File: config.mk
export PLATFORM = sky130hd
export DESIGN_NAME = muldiv_unit
export DESIGN_NICKNAME = d
export VERILOG_FILES = /design/src/rtl/muldiv_unit.sv
export SDC_FILE = /design/constraint.sdc
export NUM_CORES = 1
export LEC_CHECK = 0
export CAP_MARGIN = 5
export CORE_UTILIZATION = 30
export DETAILED_ROUTE_END_ITERATION = 10
export GPL_TIMING_DRIVEN = 0
export PLACE_DENSITY = 0.54
export RECOVER_POWER = 50
export SLEW_MARGIN = 40
export SYNTH_ARGS = -nofsm -noshare
export SYNTH_HDL_FRONTEND = slang
export SYNTH_SLANG_ARGS = --single-unit
File: constraint.sdc
create_clock -name CLK -period 3.6 [get_ports CLK]
set_input_delay 0.36 -clock CLK [delete_from_list [all_inputs] [get_ports CLK]]
set_output_delay 0.36 -clock CLK [all_outputs]
set_load 0.02 [all_outputs]
File: src/rtl/muldiv_unit.sv
`default_nettype none
// ============================================================================
// Module   : muldiv_unit
// Brief    : Multi-cycle HI/LO multiply/divide unit (shift-add / restoring).
//            `define MULDIV_FAST_MUL_EN for single-cycle MULT/MULTU.
// Revision : 1.0 - initial release
// ============================================================================
module muldiv_unit #(
    parameter int XLEN = 32
) (
    input  logic            CLK,
    input  logic            RST,
    input  logic            start,
    input  logic [5:0]      funct,
    input  logic [XLEN-1:0] Rdata1,
    input  logic [XLEN-1:0] Rdata2,
    output logic            busy,
    output logic            done,
    output logic [XLEN-1:0] HI,
    output logic [XLEN-1:0] LO
);

    localparam int         CW      = (XLEN > 1) ? $clog2(XLEN) : 1;
    localparam logic [5:0] F_MULT  = 6'h18;
    localparam logic [5:0] F_MULTU = 6'h19;
    localparam logic [5:0] F_DIV   = 6'h1A;
    localparam logic [5:0] F_DIVU  = 6'h1B;
    localparam logic [5:0] F_MTHI  = 6'h11;
    localparam logic [5:0] F_MTLO  = 6'h13;

    typedef enum logic [1:0] {
        S_IDLE = 2'd0,
        S_RUN  = 2'd1,
        S_FIX  = 2'd2
    } state_t;

    state_t              state_q, state_d;
    logic [CW-1:0]       cnt_q, cnt_d;
    logic                is_div_q, is_div_d;
    logic                neg_q, neg_d;
    logic                rneg_q, rneg_d;
    logic                dz_q, dz_d;
    logic [2*XLEN-1:0]   acc_q, acc_d;
    logic [XLEN-1:0]     b_q, b_d;
    logic [XLEN-1:0]     araw_q, araw_d;
    logic [XLEN-1:0]     hi_q, hi_d;
    logic [XLEN-1:0]     lo_q, lo_d;
    logic                done_q, done_d;

    logic                w_signed, w_mul_op, w_div_op;
    logic                w_a_neg, w_b_neg;
    logic [XLEN-1:0]     w_a_mag, w_b_mag;
    logic [XLEN:0]       w_sum, w_trial;
    logic [2*XLEN-1:0]   w_mul_next, w_div_next, w_prod_fix;
    logic [XLEN-1:0]     w_quo_fix, w_rem_fix;

    assign w_signed = (funct == F_MULT) || (funct == F_DIV);
    assign w_mul_op = (funct == F_MULT) || (funct == F_MULTU);
    assign w_div_op = (funct == F_DIV)  || (funct == F_DIVU);
    assign w_a_neg  = w_signed & Rdata1[XLEN-1];
    assign w_b_neg  = w_signed & Rdata2[XLEN-1];
    assign w_a_mag  = w_a_neg ? -Rdata1 : Rdata1;
    assign w_b_mag  = w_b_neg ? -Rdata2 : Rdata2;

    // Multiply: multiplier sits in acc low half and shifts out as the product shifts in.
    assign w_sum      = {1'b0, acc_q[2*XLEN-1:XLEN]} + {1'b0, (acc_q[0] ? b_q : {XLEN{1'b0}})};
    assign w_mul_next = {w_sum, acc_q[XLEN-1:1]};

    // Divide: acc = {remainder, dividend/quotient}, shifted left one bit per step.
    assign w_trial    = acc_q[2*XLEN-1:XLEN-1] - {1'b0, b_q};
    assign w_div_next = w_trial[XLEN] ? {acc_q[2*XLEN-2:0], 1'b0}
                                      : {w_trial[XLEN-1:0], acc_q[XLEN-2:0], 1'b1};

    assign w_prod_fix = neg_q  ? -acc_q : acc_q;
    assign w_quo_fix  = neg_q  ? -acc_q[XLEN-1:0] : acc_q[XLEN-1:0];
    assign w_rem_fix  = rneg_q ? -acc_q[2*XLEN-1:XLEN] : acc_q[2*XLEN-1:XLEN];

`ifdef MULDIV_FAST_MUL_EN
    logic [2*XLEN-1:0] w_fast_a, w_fast_b, w_fast_p;
    assign w_fast_a = {{XLEN{w_a_neg}}, Rdata1};
    assign w_fast_b = {{XLEN{w_b_neg}}, Rdata2};
    assign w_fast_p = w_fast_a * w_fast_b;
`endif

    always_comb begin
        state_d  = state_q;
        cnt_d    = cnt_q;
        is_div_d = is_div_q;
        neg_d    = neg_q;
        rneg_d   = rneg_q;
        dz_d     = dz_q;
        acc_d    = acc_q;
        b_d      = b_q;
        araw_d   = araw_q;
        hi_d     = hi_q;
        lo_d     = lo_q;
        done_d   = 1'b0;

        case (state_q)
            S_IDLE: begin
                if (start) begin
                    if (funct == F_MTHI) begin
                        hi_d = Rdata1;
                    end else if (funct == F_MTLO) begin
                        lo_d = Rdata1;
`ifdef MULDIV_FAST_MUL_EN
                    end else if (w_mul_op) begin
                        hi_d   = w_fast_p[2*XLEN-1:XLEN];
                        lo_d   = w_fast_p[XLEN-1:0];
                        done_d = 1'b1;
`endif
                    end else if (w_mul_op || w_div_op) begin
                        state_d  = S_RUN;
                        cnt_d    = '0;
                        is_div_d = w_div_op;
                        neg_d    = w_a_neg ^ w_b_neg;
                        rneg_d   = w_a_neg;
                        dz_d     = w_div_op && (Rdata2 == '0);
                        araw_d   = Rdata1;
                        if (w_div_op) begin
                            acc_d = {{XLEN{1'b0}}, w_a_mag};
                            b_d   = w_b_mag;
                        end else begin
                            acc_d = {{XLEN{1'b0}}, w_b_mag};
                            b_d   = w_a_mag;
                        end
                    end
                end
            end
            S_RUN: begin
                acc_d = is_div_q ? w_div_next : w_mul_next;
                cnt_d = cnt_q + CW'(1);
                if (cnt_q == CW'(XLEN - 1)) begin
                    state_d = S_FIX;
                end
            end
            S_FIX: begin
                if (!is_div_q) begin
                    hi_d = w_prod_fix[2*XLEN-1:XLEN];
                    lo_d = w_prod_fix[XLEN-1:0];
                end else if (dz_q) begin
                    hi_d = araw_q;
                    lo_d = {XLEN{1'b1}};
                end else begin
                    hi_d = w_rem_fix;
                    lo_d = w_quo_fix;
                end
                done_d  = 1'b1;
                state_d = S_IDLE;
            end
            default: state_d = S_IDLE;
        endcase
    end

    always_ff @(posedge CLK or negedge RST) begin
        if (!RST) begin
            state_q  <= S_IDLE;
            cnt_q    <= '0;
            is_div_q <= 1'b0;
            neg_q    <= 1'b0;
            rneg_q   <= 1'b0;
            dz_q     <= 1'b0;
            acc_q    <= '0;
            b_q      <= '0;
            araw_q   <= '0;
            hi_q     <= '0;
            lo_q     <= '0;
            done_q   <= 1'b0;
        end else begin
            state_q  <= state_d;
            cnt_q    <= cnt_d;
            is_div_q <= is_div_d;
            neg_q    <= neg_d;
            rneg_q   <= rneg_d;
            dz_q     <= dz_d;
            acc_q    <= acc_d;
            b_q      <= b_d;
            araw_q   <= araw_d;
            hi_q     <= hi_d;
            lo_q     <= lo_d;
            done_q   <= done_d;
        end
    end

    assign busy = (state_q != S_IDLE);
    assign done = done_q;
    assign HI   = hi_q;
    assign LO   = lo_q;

endmodule
`default_nettype wire

Yosys cells after proc, flatten, opt, wreduce, memory -nomap -nowiden. Index checks and enable logic that the tools add are counted.

Word-level logic and storage cells: 94. Bits of input ports: 73. Register bits after elaboration: 204.

$add $sub $neg: 8. Equality and inequality tests: 16. Bitwise gates (word level): 5. Multiplexer cells: 38. Reductions and logical operators: 15.

Operators by type and width (number): 32-bit 2-to-1 mux (16); 64-bit 2-to-1 mux (7); 32-bit negation (4); 32-bit one-hot mux with 2 select lines (2); 64-bit one-hot mux with 2 select lines (1); 64-bit negation (1); 6-bit by 5-bit == test with 1-bit output, second input constant (6); 32-bit by 32-bit adder with 33-bit output (1); 33-bit by 32-bit subtractor with 33-bit output (1); 32-bit logical NOT (1); 5-bit 2-to-1 mux (4); 5-bit AND reduction (3); 2-bit != test, second input constant (7); 2-bit 2-to-1 mux (5); 5-bit one-hot mux with 2 select lines (1); 2-bit nonzero test (3); 5-bit by 1-bit adder with 5-bit output, second input constant (1); 5-bit == test, second input constant (1); 1-bit logical OR (4); 2-bit one-hot mux with 2 select lines (1); 4-bit AND reduction (1); 3-bit AND reduction (1); 1-bit AND (2); 2-bit by 1-bit == test with 1-bit output, second input constant (1); other kinds (6) (7).

Logic depth before layout (Yosys ltp). Gate-level depths: netlist of run 1.

Depth in word-level cells: 10. Depth in mapped cells: 14.

Worst setup path after synthesis of run 1. OpenSTA, ideal clock, no wires.

Kind: register to register. Start: register acc_q[32]. End: register acc_q[58]. Path buffers: 2. Cell stages (with the launch flop): 14. Period minus slack after synthesis: 3.239 ns. Path slack: 0.361 ns. Data arrival time: 3.097 ns. Cells stage by stage: dfrtp_1 clkbuf_1 inv_1 fa_1 nor2b_1 o31a_1 o2111ai_1 a21oi_1 nor3_1 o21ai_0 xor2_1 buf_2 mux2i_1 o221ai_1.

Cells in the longest elaborated chain, start to end: 4. Elaborated cells on any way between the ends: 5. Those cells by class: add/sub: 2; mux: 3.

Ends and longest elaborated chain: start: declaration (RTL line 43) `logic [2*XLEN-1:0] acc_q, acc_d;`; start signal: assignment (RTL line 163) `acc_q <= '0;`; start signal: assignment (RTL line 176) `acc_q <= acc_d;`; 33-bit by 32-bit subtractor with 33-bit output (RTL line 70) `assign w_trial = acc_q[2*XLEN-1:XLEN-1] - {1'b0, b_q};`; 64-bit 2-to-1 mux (RTL line 71) `assign w_div_next = w_trial[XLEN] ? {acc_q[2*XLEN-2:0], 1'b0}`; 64-bit 2-to-1 mux * (RTL line 131) `acc_d = is_div_q ? w_div_next : w_mul_next;`; 64-bit one-hot mux with 2 select lines * (RTL line 99) `case (state_q)`.

Every way passes the cells marked *; elsewhere a longest branch is shown, timed or not. A chain may end at the register's enable or synchronous reset.

Worst setup path after layout of run 1.
Start: register acc_q[10]. End: register hi_q[30] (netlist: HI[30]).

Cells in the longest elaborated chain, start to end: 4.

Ends and longest elaborated chain: 64-bit negation (RTL line 74) `assign w_prod_fix = neg_q ? -acc_q : acc_q;`; 64-bit 2-to-1 mux (RTL line 74); 32-bit 2-to-1 mux (RTL line 138) `if (!is_div_q) begin`; 32-bit one-hot mux with 2 select lines (RTL line 99); end signal: assignment (RTL line 179) `hi_q <= hi_d;`; end: declaration (RTL line 46) `logic [XLEN-1:0] hi_q, hi_d;`.

Every way passes these cells.

==> flow_metrics.tcl, run 1 <==
set metrics [dict create \
    setup-violations-final 0 \
    synth_cells 2190 \
    viasPerCell 5.75 \
    finalCritPeriodShare_pct 96.6 \
    max_freq_mhz 288 \
    clock_path_buffers 3 \
    placed_cell_area_sq_mm 0.0192 \
    dominantRegCellSynth "dfrtp_1" \
    max_stage_delay_ns 0.61 \
    cp-start-kind "flip-flop" \
    grt_pass1_wl_um 114000 \
    grtUsageTotal_pct 26.9 \
    required_ns 4.04 \
    cts_buffers 26 \
    htreeDepth 1 \
    start_util_pct 30.5 \
    synth_cell_types 73 \
    grt_pass1_vias 16900 \
    path_clk_slew_ns 0.07 \
    cp_max_fo 8 \
    dr_wl_met3_um 7560 \
    synth_top_family_by_area "compound AO/OA/AOI/OAI gates" \
    totalWireLength_um 78200 \
    stdcell_area_sq_mm 0.0204 \
    grt_start_max_net_pins 72 \
    synthSimpleGateAreaFrac_pct 19.9 \
    worst_path_max_delay_cell "or4_1" \
    dr.pass1.iters 8 \
    wl_met1_um 34000 \
    synthAdderAreaFrac_pct 5.43 \
    register_area_sq_mm 0.00511 \
    drive_above_1_share_pct 5.78 \
    hp-class "in2reg" \
    period_needed_ns 3.48 \
    timing.critical_path.cells "clkbuf_1 -> or4_4 -> or4_4 -> nor4_4 -> buf_4 -> nand3_2 -> or4_1 -> mux2i_1 -> a21oi_1 -> a21oi_1 -> o21ai_1" \
    ys_ff_latch 204 \
    violations "max-capacitance violations, max-slew violations" \
    rsz0062_at_grt "false" \
    synth_area_sq_mm 0.0169 \
    synth_compound_area_share_pct 25.6 \
    dieArea_sq_mm 0.0571 \
    tns_ns 0 \
    grt-ovfl-total 0 \
    die_h_um 239 \
    finalClockSkew_ns 0.0237 \
    cellLeakagePower_nw 8.05 \
    async_flop_share_pct 100 \
    crit_arrival_ns 3.92 \
    hpwl_um 62400 \
    fp.dieW_um 239 \
    yosys_warnings 0 \
    worst_pin_slew_ns 1.72 \
    clock-sinks 204 \
    gp_congestion 0.977 \
    syn_nets 2335 \
    slew_headroom_pct -14.8 \
    ant_nets 0 \
    drcViolationCount 0 \
    synth_edf_count 0 \
    synth-xor-area-share_pct 9.35 \
    antenna_found_initial 1 \
    hold_ws_ns 0.179 \
    diodes 0 \
    hold_violations 0 \
    wl_per_cell_um 24.9 \
    report.final.slew_viol_count 68 \
    power.density_mw_per_mm2 1010 \
    status "finished, violations left" \
    rows 86 \
    clkLatencyLatePin_ns 0.56 \
    port_buffers 130 \
    cts_tree "yes" \
    dr.max_layer_used "met5" \
    muxShareOfSynthArea_pct 4.68 \
    pin_count 139 \
    syn_avg_cell_area_sq_um 7.70 \
    root_buffer "clkbuf_16" \
    multi_input_area_sq_mm 0.0111 \
    fillers 5883 \
    yosysSeqAreaShare_pct 30.3 \
    nNetsFinal 2511 \
    crit_path_end_kind "flip-flop" \
    drv_cap 1 \
    critical_path_class "reg2reg" \
    num_vias 18000 \
    core_sq_mm 0.0553 \
    peakVddDrop_uv 342 \
    wl_met2_um 33800 \
    drt_iter0_drc 1706 \
    area_delta_synth_final_pct 21.2 \
]
cells by family (layout without fill, tap and decap cells):
family / count (synthesis) / after routing
AOI/OAI and AO/OA: 702 / 702
DFF: 204 / 204
muxes: 78 / 78
and+or+nand+nor: 740 / 740
xor gates and xnor gates: 180 / 180
adders and majority gates: 72 / 72
buffers and inverters: 214 / 410
stage by stage:
step / util, % / std cells / worst slack [ns] / power (W)
final: 37.0 / 3134 / 0.122 / 0.0206
after global routing: 37.0 / 3134 / 0.000706 / 0.0220
after CTS: 36.6 / 3123 / 0.0294 / 0.0203
after detailed placement: 34.7 / 3070 / -0.960 / 0.0171
after global placement: 34.5 / 3068 / -6.88 / 0.0170
after floorplan: - / 2190 / 0.361 / 0.0127
cell usage in the layout (no fill, tap or decap), types with 61 or more instances in the layout:
cell / instances
o21ai_0: 233
a21oi_1: 144
xor2_1: 64
dfrtp_1: 201
clkdlybuf4s50_1: 95
clkbuf_1: 124
nor2_1: 163
inv_1: 61
ha_1: 70
xnor2_1: 113
nand2_1: 346
mux2i_1: 71
worst max-delay path, delay by kind of cell, from the launching register on:
kind	cells	cell delay, ns
multiplexers	1	0.18
AO/OA/AOI/OAI	3	0.39
flip-flops	1	0.36
buffers and inverters	2	0.39
AND/OR/NAND/NOR	5	2.04
Yosys cell counts (11+ instances only):
library cell,count,area [sq um]
a211oi_1,17,128
a21o_1,22,165
a21oi_1,146,731
a22oi_1,21,158
a31oi_1,23,144
and2_1,12,75.1
and3_1,14,87.6
buf_1,12,45.0
clkbuf_1,134,503
dfrtp_1,204,5100
ha_1,70,876
inv_1,61,229
mux2i_1,72,721
nand2_1,346,1300
nand2b_1,15,93.8
nand3_1,39,195
nand4_1,15,93.8
nor2_1,165,619
nor3_1,39,195
o211ai_1,32,240
o21ai_0,236,1180
o21ai_1,14,70.1
o21bai_1,11,82.6
o22ai_1,51,319
o31ai_1,36,270
o41ai_1,12,105
or3_1,28,175
or4_1,16,120
xnor2_1,113,990
xor2_1,67,587
registers in the layout, summed over array words and instances (netlist names), 2 cells and up:
signal and count:
HI 32, LO 32, state_q 2, b_q 32
acc_q 64, araw_q 32, cnt_q 5
path summary, 6_finish.rpt:
kind | slack [ns] | end | depth (start not counted) | start
worst max-delay path | 0.12 | HI[30] | 11 | acc_q[10]
min in group asynchronous | 0.78 | LO[27] | 2 | RST
max in group asynchronous | 0.56 | acc_q[48] | 4 | RST
worst min-delay path | 0.18 | araw_q[24] | 3 | Rdata1[24]
worst max register to register | 0.12 | HI[30] | 11 | acc_q[10]
worst min register to register | 0.48 | LO[19] | 2 | LO[19]
metal layers:
metal,global-route usage [%],vias up
met5,0,-
met4,8.57,2
met3,6.43,154
met2,41.0,891
met1,37.1,8747
li1,-,8233
timing repair:
action,4_1_cts,5_1_grt
endpoints found under the setup margin,52,69
hold buffers,1,0
cloned,0,0
pin swaps,0,6
gates resized for setup,19,31
endpoints found under the hold margin,66,0
buffers inserted,5,10
layout make-up:
| class | instances | share of cell area (%) |
|---|---|---|
| timing repair buffer | 149 | 7.16 |
| clock buffer | 30 | 3.51 |
| clock inverter | 18 | 1.27 |
| buffer | 151 | 3.01 |
| inverter | 62 | 1.14 |
| tap | 748 | 4.58 |
| sequential | 204 | 25.0 |
| multi-input combinational | 1772 | 54.3 |
where the power goes:
part           switching (W)  internal, W
clock network        0.00114      0.00186
logic                0.00806      0.00502
registers            0.00123      0.00333
total                 0.0104       0.0102
(Power assumes the default switching activity.)
==> run 2: changes to the inputs <==
CORE_ASPECT_RATIO = 0.8   (was default)
==> run 2 against run 1 <==
  * Largest cell class unchanged
  * Cell count down 0.13%
  * Largest power group unchanged
  * The run still ends with max-capacitance violations, max-slew violations left
  * Register-to-register slack worse by 0.11 ns
  * Hold slack better by 0.0067 ns
  * Clock-buffer cell count down 2
==> flow_metrics.tcl, run 2 (synthesis gave the netlist of run 1 again) <==
set metrics [dict create \
    status "finished, violations left" \
    violations "max-capacitance violations, max-slew violations" \
    htreeDepth 1 \
    cts_buffers 25 \
    fp.dieW_um 267 \
    regMostFlops "acc_q" \
    cp-start-kind "flip-flop" \
    stdcell_area_sq_mm 0.0203 \
    grt_pass1_vias 17300 \
    cts_tree "yes" \
    placed_cell_area_sq_mm 0.0192 \
    period_needed_ns 3.59 \
    path_clk_slew_ns 0.06 \
    gp_congestion 1.02 \
    drv_cap 2 \
    dr.pass1.iters 6 \
    max_freq_mhz 279 \
    nNetsFinal 2506 \
    intPower_w 0.00981 \
    report.power.total_w 0.0203 \
    seq_power_share_pct 22.3 \
    drt_iter0_drc 2127 \
    worst_pin_slew_ns 1.61 \
    root_buffer "clkbuf_16" \
    clock-sinks 204 \
    layout_common_cells "nand2_1 (346), o21ai_0 (233), dfrtp_1 (200)" \
    clkLatencyLatePin_ns 0.56 \
    largest_reg_flops 64 \
    slew_headroom_pct -7.28 \
    dieArea_sq_mm 0.0572 \
    hold_violations 0 \
    pin_count 139 \
    grtUsageTotal_pct 27.4 \
    hpwl_um 63100 \
    setup-violations-final 0 \
    drcViolationCount 0 \
    power.switching_w 0.0105 \
    core_sq_mm 0.0554 \
    rows 77 \
    cp_max_fo 10 \
    ant_nets 0 \
    clock_path_buffers 3 \
    grt-ovfl-total 0 \
    totalWireLength_um 79500 \
    num_vias 18500 \
    cellLeakagePower_nw 7.97 \
    port_buffers 130 \
    hp-class "in2reg" \
    wl_per_cell_um 25.4 \
    hold_ws_ns 0.186 \
    grt_pass1_wl_um 117000 \
    rsz0062_at_grt "false" \
    grt_start_max_net_pins 62 \
    crit_path_end_kind "flip-flop" \
    report.final.slew_viol_count 116 \
    start_util_pct 30.4 \
    power.density_mw_per_mm2 1000 \
    drive_above_1_share_pct 5.76 \
    die_h_um 214 \
    combPwrFrac_pct 64.8 \
    finalClockSkew_ns 0.0187 \
    mostFrequentLayoutCell "nand2_1" \
    critical_path_class "reg2reg" \
    finalCritPeriodShare_pct 99.6 \
    viasPerCell 5.91 \
    swShare_pct 51.6 \
    antenna_found_initial 1 \
    area_delta_synth_final_pct 20.2 \
    crit_arrival_ns 4.05 \
    peakVddDrop_uv 431 \
    required_ns 4.06 \
    p_clk_share_pct 12.9 \
]
==> run 2: cell count changes in the layout (fill, tap and decap cells not counted), sizes merged <==
| cell | change |
|---|---|
| clkinv | +2 |
| bufinv | -4 |
| buf | -6 |
| inv | +1 |
| diode | +1 |
| dlymetal6s2s | -2 |
| clkdlybuf4s50 | +2 |
==> run 2: metrics by stage <==
stage               util (%)  cells  setup TNS [ns]  worst slack (ns)
finish                  36.6   3130               0            0.0149
floorplan                  -   2190               0             0.361
global placement        34.5   3070        -1500.98             -6.99
global route            36.6   3129               0           0.00326
detailed placement      34.7   3073          -57.54            -0.892
CTS                     36.4   3125               0           0.00897
==> run 2: cell type report <==
type	instances	area, sq um
clock inverters	17	161
fillers	5818	35100
inverters	62	233
repair buffers	146	1430
diodes	1	2.50
flip-flops and latches	204	5110
multi-input cells	1772	11100
plain buffers	150	627
well taps	750	938
clock buffers	28	667
==> run 2: what timing repair did <==
action                                  4_1_cts  5_1_grt
pin swaps                                     1        4
resized for setup                            22       35
hold buffers                                  1        0
endpoints found under the setup margin       64       74
hold endpoints to repair                     59        0
gates cloned                                  0        0
buffers inserted                              7        4
==> run 2: final timing paths <==
kind	startpoint	endpoint	slack, ns	cells after the start
worst max-delay path	is_div_q	HI[9]	0.01	6
worst min-delay path	Rdata1[6]	araw_q[6]	0.19	3
max in group asynchronous	RST	cnt_q[1]	0.54	4
worst min register to register	HI[23]	HI[23]	0.47	2
worst max register to register	is_div_q	HI[9]	0.01	6
min in group asynchronous	RST	acc_q[59]	0.76	2
==> run 2: metal layers <==
metal / wire length (um) / track usage (%)
met1: 37200 / 42.2
met2: 31900 / 38.0
met3: 8020 / 4.96
met4: 2370 / 8.05
met5: 0 / 0
==> run 2: power by group through the flow <==
stage               Sequential [W]  Combinational [W]  Clock (W)
global route               0.00461             0.0142    0.00274
global placement           0.00445             0.0124          0
finish                     0.00452             0.0131    0.00262
detailed placement         0.00448             0.0125          0
CTS                        0.00446             0.0127    0.00266
floorplan                  0.00426            0.00847          0
==> run 2: worst max-delay path, cell delays in order (launching register included) <==
cell	delay, ns
dfrtp_1	0.32
clkbuf_1	0.48
clkbuf_1	0.68
buf_1	0.68
clkbuf_1	0.64
o21ai_0	0.45
o21ai_0	0.25
